`config.mk`:
```
export PLATFORM = sky130hd
export DESIGN_NAME = sensor_scan_uc
export DESIGN_NICKNAME = d
export VERILOG_FILES = /design/src/rtl/roberto_pkg.sv /design/src/rtl/sensor_scan_uc_contador.sv /design/src/rtl/sensor_scan_uc.sv
export SDC_FILE = /design/constraint.sdc
export NUM_CORES = 1
export LEC_CHECK = 0
export ABC_AREA = 1
export CORE_ASPECT_RATIO = 1.25
export CORE_UTILIZATION = 55
export CTS_CLUSTER_DIAMETER = 60
export DETAILED_ROUTE_END_ITERATION = 10
export PLACE_DENSITY_LB_ADDON = 0.1
export SLEW_MARGIN = 10
export SYNTH_ARGS = -nofsm -noshare
export SYNTH_HDL_FRONTEND = slang
export SYNTH_SLANG_ARGS = --single-unit
```
`constraint.sdc`:
```
create_clock -name clock -period 2 [get_ports clock]
set_clock_uncertainty 0.05 [all_clocks]
set_input_delay 0.4 -clock clock [delete_from_list [all_inputs] [get_ports clock]]
set_output_delay 0.4 -clock clock [all_outputs]
set_load 0.005 [all_outputs]
```
`src/rtl/roberto_pkg.sv`:
```
`default_nettype none
// ============================================================================
// Module      : roberto_pkg
// Description : Shared state encoding and clock-derived timing constants for
//               the sensor scan control unit and its debug display decoder.
// Revision    : 1.0
// ============================================================================
package roberto_pkg;

    localparam int CLK_FREQ_HZ      = 50_000_000;
    localparam int INTERVALO_PADRAO = CLK_FREQ_HZ;               // 1 s between rounds
    localparam int TIMEOUT_PADRAO   = (CLK_FREQ_HZ / 1000) * 30; // 30 ms per echo

    // Codes double as the 7-segment debug digit, so values are fixed.
    typedef enum logic [3:0] {
        INICIAL           = 4'd0,
        MEDIR             = 4'd1,
        AGUARDA_MEDIDA    = 4'd2,
        TRANSMITE         = 4'd3,
        AGUARDA_TX        = 4'd4,
        PROX_SENS         = 4'd5,
        AGUARDA_INTERVALO = 4'd6,
        FINAL             = 4'd7
    } estado_t;

    function automatic int max1(input int v);
        return (v < 1) ? 1 : v;
    endfunction

endpackage
`default_nettype wire

```
`src/rtl/sensor_scan_uc_contador.sv`:
```
`default_nettype none
// ============================================================================
// Module      : contador_m
// Description : Modulo-M up counter with synchronous clear; fim flags M-1.
// Revision    : 1.0
// ============================================================================
module contador_m
    import roberto_pkg::*;
#(
    parameter  int M = 16,
    localparam int W = max1($clog2(M))
) (
    input  logic clock,
    input  logic reset,
    input  logic zera,
    input  logic conta,
    output logic fim
);

    localparam logic [W-1:0] ULTIMO = W'(M - 1);

    logic [W-1:0] cnt_q, cnt_d;

    always_comb begin
        cnt_d = cnt_q;
        if (zera) begin
            cnt_d = '0;
        end else if (conta) begin
            cnt_d = (cnt_q == ULTIMO) ? '0 : cnt_q + 1'b1;
        end
    end

    always_ff @(posedge clock or negedge reset) begin
        if (!reset) begin
            cnt_q <= '0;
        end else begin
            cnt_q <= cnt_d;
        end
    end

    assign fim = (cnt_q == ULTIMO);

endmodule
`default_nettype wire

```
`src/rtl/sensor_scan_uc.sv`:
```
`default_nettype none
// ============================================================================
// Module      : sensor_scan_uc
// Description : Control unit sequencing N_SENS sensor measurements and their
//               serial reports, in single-round or continuous mode.
// Revision    : 1.0
// ============================================================================
module sensor_scan_uc
    import roberto_pkg::*;
#(
    parameter  int N_SENS           = 3,
    parameter  int BYTES_POR_MEDIDA = 4,
    parameter  int INTERVALO_CICLOS = INTERVALO_PADRAO,
    parameter  int TIMEOUT_CICLOS   = TIMEOUT_PADRAO,
    localparam int SENS_W           = max1($clog2(N_SENS)),
    localparam int BYTE_W           = max1($clog2(BYTES_POR_MEDIDA))
) (
    input  logic              clock,
    input  logic              reset,
    input  logic              jogar,
    input  logic              continuo,
    input  logic              parar,
    input  logic [N_SENS-1:0] pronto_medida,
    input  logic              pronto_tx,
    output logic              medir,
    output logic [SENS_W-1:0] sel_sens,
    output logic              partida_tx,
    output logic [BYTE_W-1:0] sel_byte,
    output logic              zera_sensor,
    output logic              ocupado,
    output logic              fim,
    output logic [N_SENS-1:0] erro_timeout,
    output logic [3:0]        db_estado
);

    localparam logic [SENS_W-1:0] SENS_ULT = SENS_W'(N_SENS - 1);
    localparam logic [BYTE_W-1:0] BYTE_ULT = BYTE_W'(BYTES_POR_MEDIDA - 1);

    estado_t           estado_q, estado_d;
    logic [SENS_W-1:0] sens_q, sens_d;
    logic [BYTE_W-1:0] byte_q, byte_d;
    logic [N_SENS-1:0] erro_q, erro_d;
    logic              cont_q, cont_d;
    logic              parar_q, parar_d;
    logic              fim_timeout, fim_intervalo;

    contador_m #(.M(TIMEOUT_CICLOS)) u_timeout (
        .clock (clock),
        .reset (reset),
        .zera  (estado_q == MEDIR),
        .conta (estado_q == AGUARDA_MEDIDA),
        .fim   (fim_timeout)
    );

    contador_m #(.M(INTERVALO_CICLOS)) u_intervalo (
        .clock (clock),
        .reset (reset),
        .zera  (estado_q == PROX_SENS),
        .conta (estado_q == AGUARDA_INTERVALO),
        .fim   (fim_intervalo)
    );

    always_ff @(posedge clock or negedge reset) begin
        if (!reset) begin
            estado_q <= INICIAL;
            sens_q   <= '0;
            byte_q   <= '0;
            erro_q   <= '0;
            cont_q   <= 1'b0;
            parar_q  <= 1'b0;
        end else begin
            estado_q <= estado_d;
            sens_q   <= sens_d;
            byte_q   <= byte_d;
            erro_q   <= erro_d;
            cont_q   <= cont_d;
            parar_q  <= parar_d;
        end
    end

    always_comb begin
        estado_d = estado_q;
        sens_d   = sens_q;
        byte_d   = byte_q;
        erro_d   = erro_q;
        cont_d   = cont_q;
        parar_d  = parar_q | (parar && (estado_q != INICIAL));

        case (estado_q)
            INICIAL: begin
                if (jogar) begin
                    cont_d   = continuo;
                    erro_d   = '0;
                    sens_d   = '0;
                    estado_d = MEDIR;
                end
            end
            MEDIR: estado_d = AGUARDA_MEDIDA;
            AGUARDA_MEDIDA: begin
                // A valid echo on the last timeout cycle still gets reported.
                if (pronto_medida[sens_q]) begin
                    byte_d   = '0;
                    estado_d = TRANSMITE;
                end else if (fim_timeout) begin
                    erro_d[sens_q] = 1'b1;
                    estado_d       = PROX_SENS;
                end
            end
            TRANSMITE: estado_d = AGUARDA_TX;
            AGUARDA_TX: begin
                if (pronto_tx) begin
                    if (byte_q == BYTE_ULT) begin
                        estado_d = PROX_SENS;
                    end else begin
                        byte_d   = byte_q + 1'b1;
                        estado_d = TRANSMITE;
                    end
                end
            end
            PROX_SENS: begin
                if (sens_q == SENS_ULT) begin
                    estado_d = (!cont_q || parar_q) ? FINAL : AGUARDA_INTERVALO;
                end else begin
                    sens_d   = sens_q + 1'b1;
                    estado_d = MEDIR;
                end
            end
            AGUARDA_INTERVALO: begin
                if (parar || parar_q) begin
                    estado_d = FINAL;
                end else if (fim_intervalo) begin
                    sens_d   = '0;
                    erro_d   = '0;
                    estado_d = MEDIR;
                end
            end
            FINAL: begin
                parar_d  = 1'b0;
                estado_d = INICIAL;
            end
            default: estado_d = INICIAL;
        endcase
    end

    assign medir        = (estado_q == MEDIR);
    assign partida_tx   = (estado_q == TRANSMITE);
    assign fim          = (estado_q == FINAL);
    assign ocupado      = (estado_q != INICIAL);
    // Gated by reset so the datapath sees no clear strobe while held in reset.
    assign zera_sensor  = reset && (estado_q == INICIAL);
    assign sel_sens     = sens_q;
    assign sel_byte     = byte_q;
    assign erro_timeout = erro_q;
    assign db_estado    = estado_q;

endmodule
`default_nettype wire

```
==> results.cfg <==
[placement]
hpwl_um = 5980
place.gp.congestion = 0.966
numPortBuffers = 23

[sta]
rsz0062_at_grt = false
slew_headroom_pct = 50.1
worst_slew_pin_slew_ns = 0.748
drv_slew = 0
whs_ns = 0.205
min_period_over_period_pct = 97.0
fmax_mhz = 515
finalHoldViolCount = 0
min_period_ns = 1.94
setup_viol = 0

[logic_synthesis]
synth_edf_count = 0
netlist_area_um2 = 3780
syn_inst = 531
synthTopCellsByCount = nand2_1, nor2_1, dfrtp_1, inv_1, nand3_1
synth_top_area_share_pct = 39.0
yosysWarnings = 0
yosysUniqueCellTypes = 35
avgSynthCellArea_um2 = 7.12
ys_seq_elements = 59
synth.largest_area_cell = dfrtp_1
synth_flop_cell = dfrtp_1
seq_area_frac_synth_pct = 39.0
synth_most_common_cell = nand2_1
synth_area_leaders = dfrtp_1, nand2_1, nor2_1, inv_1, nand3_1
ys_async_sr_fraction_pct = 100
syn_nets = 546

[run_status]
status = finished, final reports clean

[route]
drt-total-wl_um = 8390
ant_nets = 0
drt-pass1-iter-count = 4
dr.first_iter.drc_count = 188
vias_per_cell = 5.16
vias = 3410
drc = 0
routedWlPerCell_um = 12.7

[cts]
clk_latency_ns = 0.34
cts_buffer_depth = 2
cts_hold_buf = 0
cts_tree = built
htreeDepth = 3
cts_buffers = 9
cts_sinks = 59
path_clk_slew_ns = 0.08
root_buffer = clkbuf_8

[power_and_ir_drop]
p_leak_nw = 2.01
cellPowerDensity_nw_per_um2 = 909
finalPower_mw = 3.97
max-vdd-ir-drop_v = 0.000430

[grt]
grt_pass1_vias = 3318
grt_pass1_wl_um = 14600
grt_max_degree = 60
overflow = 0
antenna_found_initial = 0
track_usage_pct = 25.4

[finish]
area_delta_synth_final_pct = 15.6
antenna_cells = 0
finalNetCount = 584
drive_gt1_share_pct = 15.0
fillers = 582

[setup_path]
crit_path_end_kind = output pin
critical_path_class = reg -> out
cp_max_fo = 4
required_ns = 1.55
worstPathArrival_ns = 1.49
start_kind = register

[floorplan]
die_y_um = 94.7
die_x_um = 76.2
initial_core_util_pct = 57.2
core_um2 = 6610
pin_count = 25
die_area_um2 = 7210
rows = 33

[min_path]
min_path_type = in -> async

[job]
max_cap_viol_count = 0
==> sequential cells by signal, indices dropped and copies added, names as in the netlist <==
signal	flops
cont_q	1
sel_sens	2
parar_q	1
sel_byte	2
db_estado	3
u_intervalo.cnt_q	26
erro_timeout	3
u_timeout.cnt_q	21
==> worst paths after layout <==
kind	slack, ns	from	to	cells past startpoint
worst min-delay path	0.20	reset	u_timeout.cnt_q[14]	2
min in group clock	0.46	erro_timeout[2]	erro_timeout[2]	2
worst max-delay path	0.06	db_estado[1]	db_estado[1]	3
worst max register to register	0.21	u_intervalo.cnt_q[0]	u_intervalo.cnt_q[20]	10
worst min register to register	0.46	erro_timeout[2]	erro_timeout[2]	2
max in group asynchronous	1.16	reset	db_estado[0]	2
==> power breakdown <==
part           total [mW]  leakage (nW)  internal, mW  switching, mW
clock network        1.08         0.106         0.598          0.485
registers            1.45         0.805          1.32          0.133
logic                1.44          1.10         0.562          0.874
==> layout make-up <==
type                    instances  area, um^2  area share, %
multi-input cells             394        2010           46.0
flip-flops and latches         59        1480           33.9
repair buffers                 35         310           7.10
inverters                      70         268           6.13
clock buffers                  10         138           3.15
well taps                      87         109           2.49
clock inverters                 6        55.1           1.26
==> worst max-delay path, cell delays in order (launching register included) <==
cell             delay, ns
dfrtp_2               0.43
buf_4                 0.15
buf_4                 0.13
clkdlybuf4s50_1       0.45
==> metrics by stage <==
step	utilization (%)	setup WS, ns	setup TNS, ns	std cells	cell area, um^2
2_1_floorplan	-	0.465	0	531	3780
3_3_place_gp	62.0	0.171	0	638	4090
3_5_place_dp	62.0	0.129	0	638	4090
4_1_cts	65.7	-0.0105	-0.0105	658	4340
5_1_grt	66.2	0.00841	0	661	4370
6_report	66.2	0.0599	0	661	4370
==> layout by cell type (no fill, tap or decap), types with 6 or more instances in the layout <==
| master | instances |
|---|---|
| a21oi_1 | 10 |
| buf_4 | 12 |
| clkbuf_8 | 10 |
| clkdlybuf4s50_1 | 18 |
| dfrtp_1 | 56 |
| ha_1 | 6 |
| inv_1 | 58 |
| inv_2 | 10 |
| nand2_1 | 151 |
| nand2_2 | 7 |
| nand3_1 | 41 |
| nand3_2 | 14 |
| nand4_1 | 6 |
| nor2_1 | 64 |
| nor2_2 | 6 |
| nor3_1 | 7 |
| o21ai_0 | 29 |
| o21ai_1 | 9 |
| o22ai_1 | 7 |
| xor2_1 | 13 |
==> cell families after synthesis <==
family          after synthesis  share of synthesized area, %
compound gates               63                          9.27
xor+xnor                     16                          3.71
fa+ha+maj                     6                          1.99
buf+inv                      78                          8.60
flops                        59                          39.0
mux                           1                         0.298
other cells                   1                        0.0992
simple gates                307                          37.0
==> per-layer routing <==
layer  GRT usage, %  part of all wire (%)
met1           30.0                    46
met2           47.1                    51
met3           4.44                   2.8
met4           7.53                  0.91
met5              0                     0
==> what timing repair did <==
action                     in CTS  in global routing
resized for setup              14                  2
buffers inserted                4                  3
pin swaps                       1                  0
setup endpoints to repair       5                  1
(Power assumes the default switching activity.)
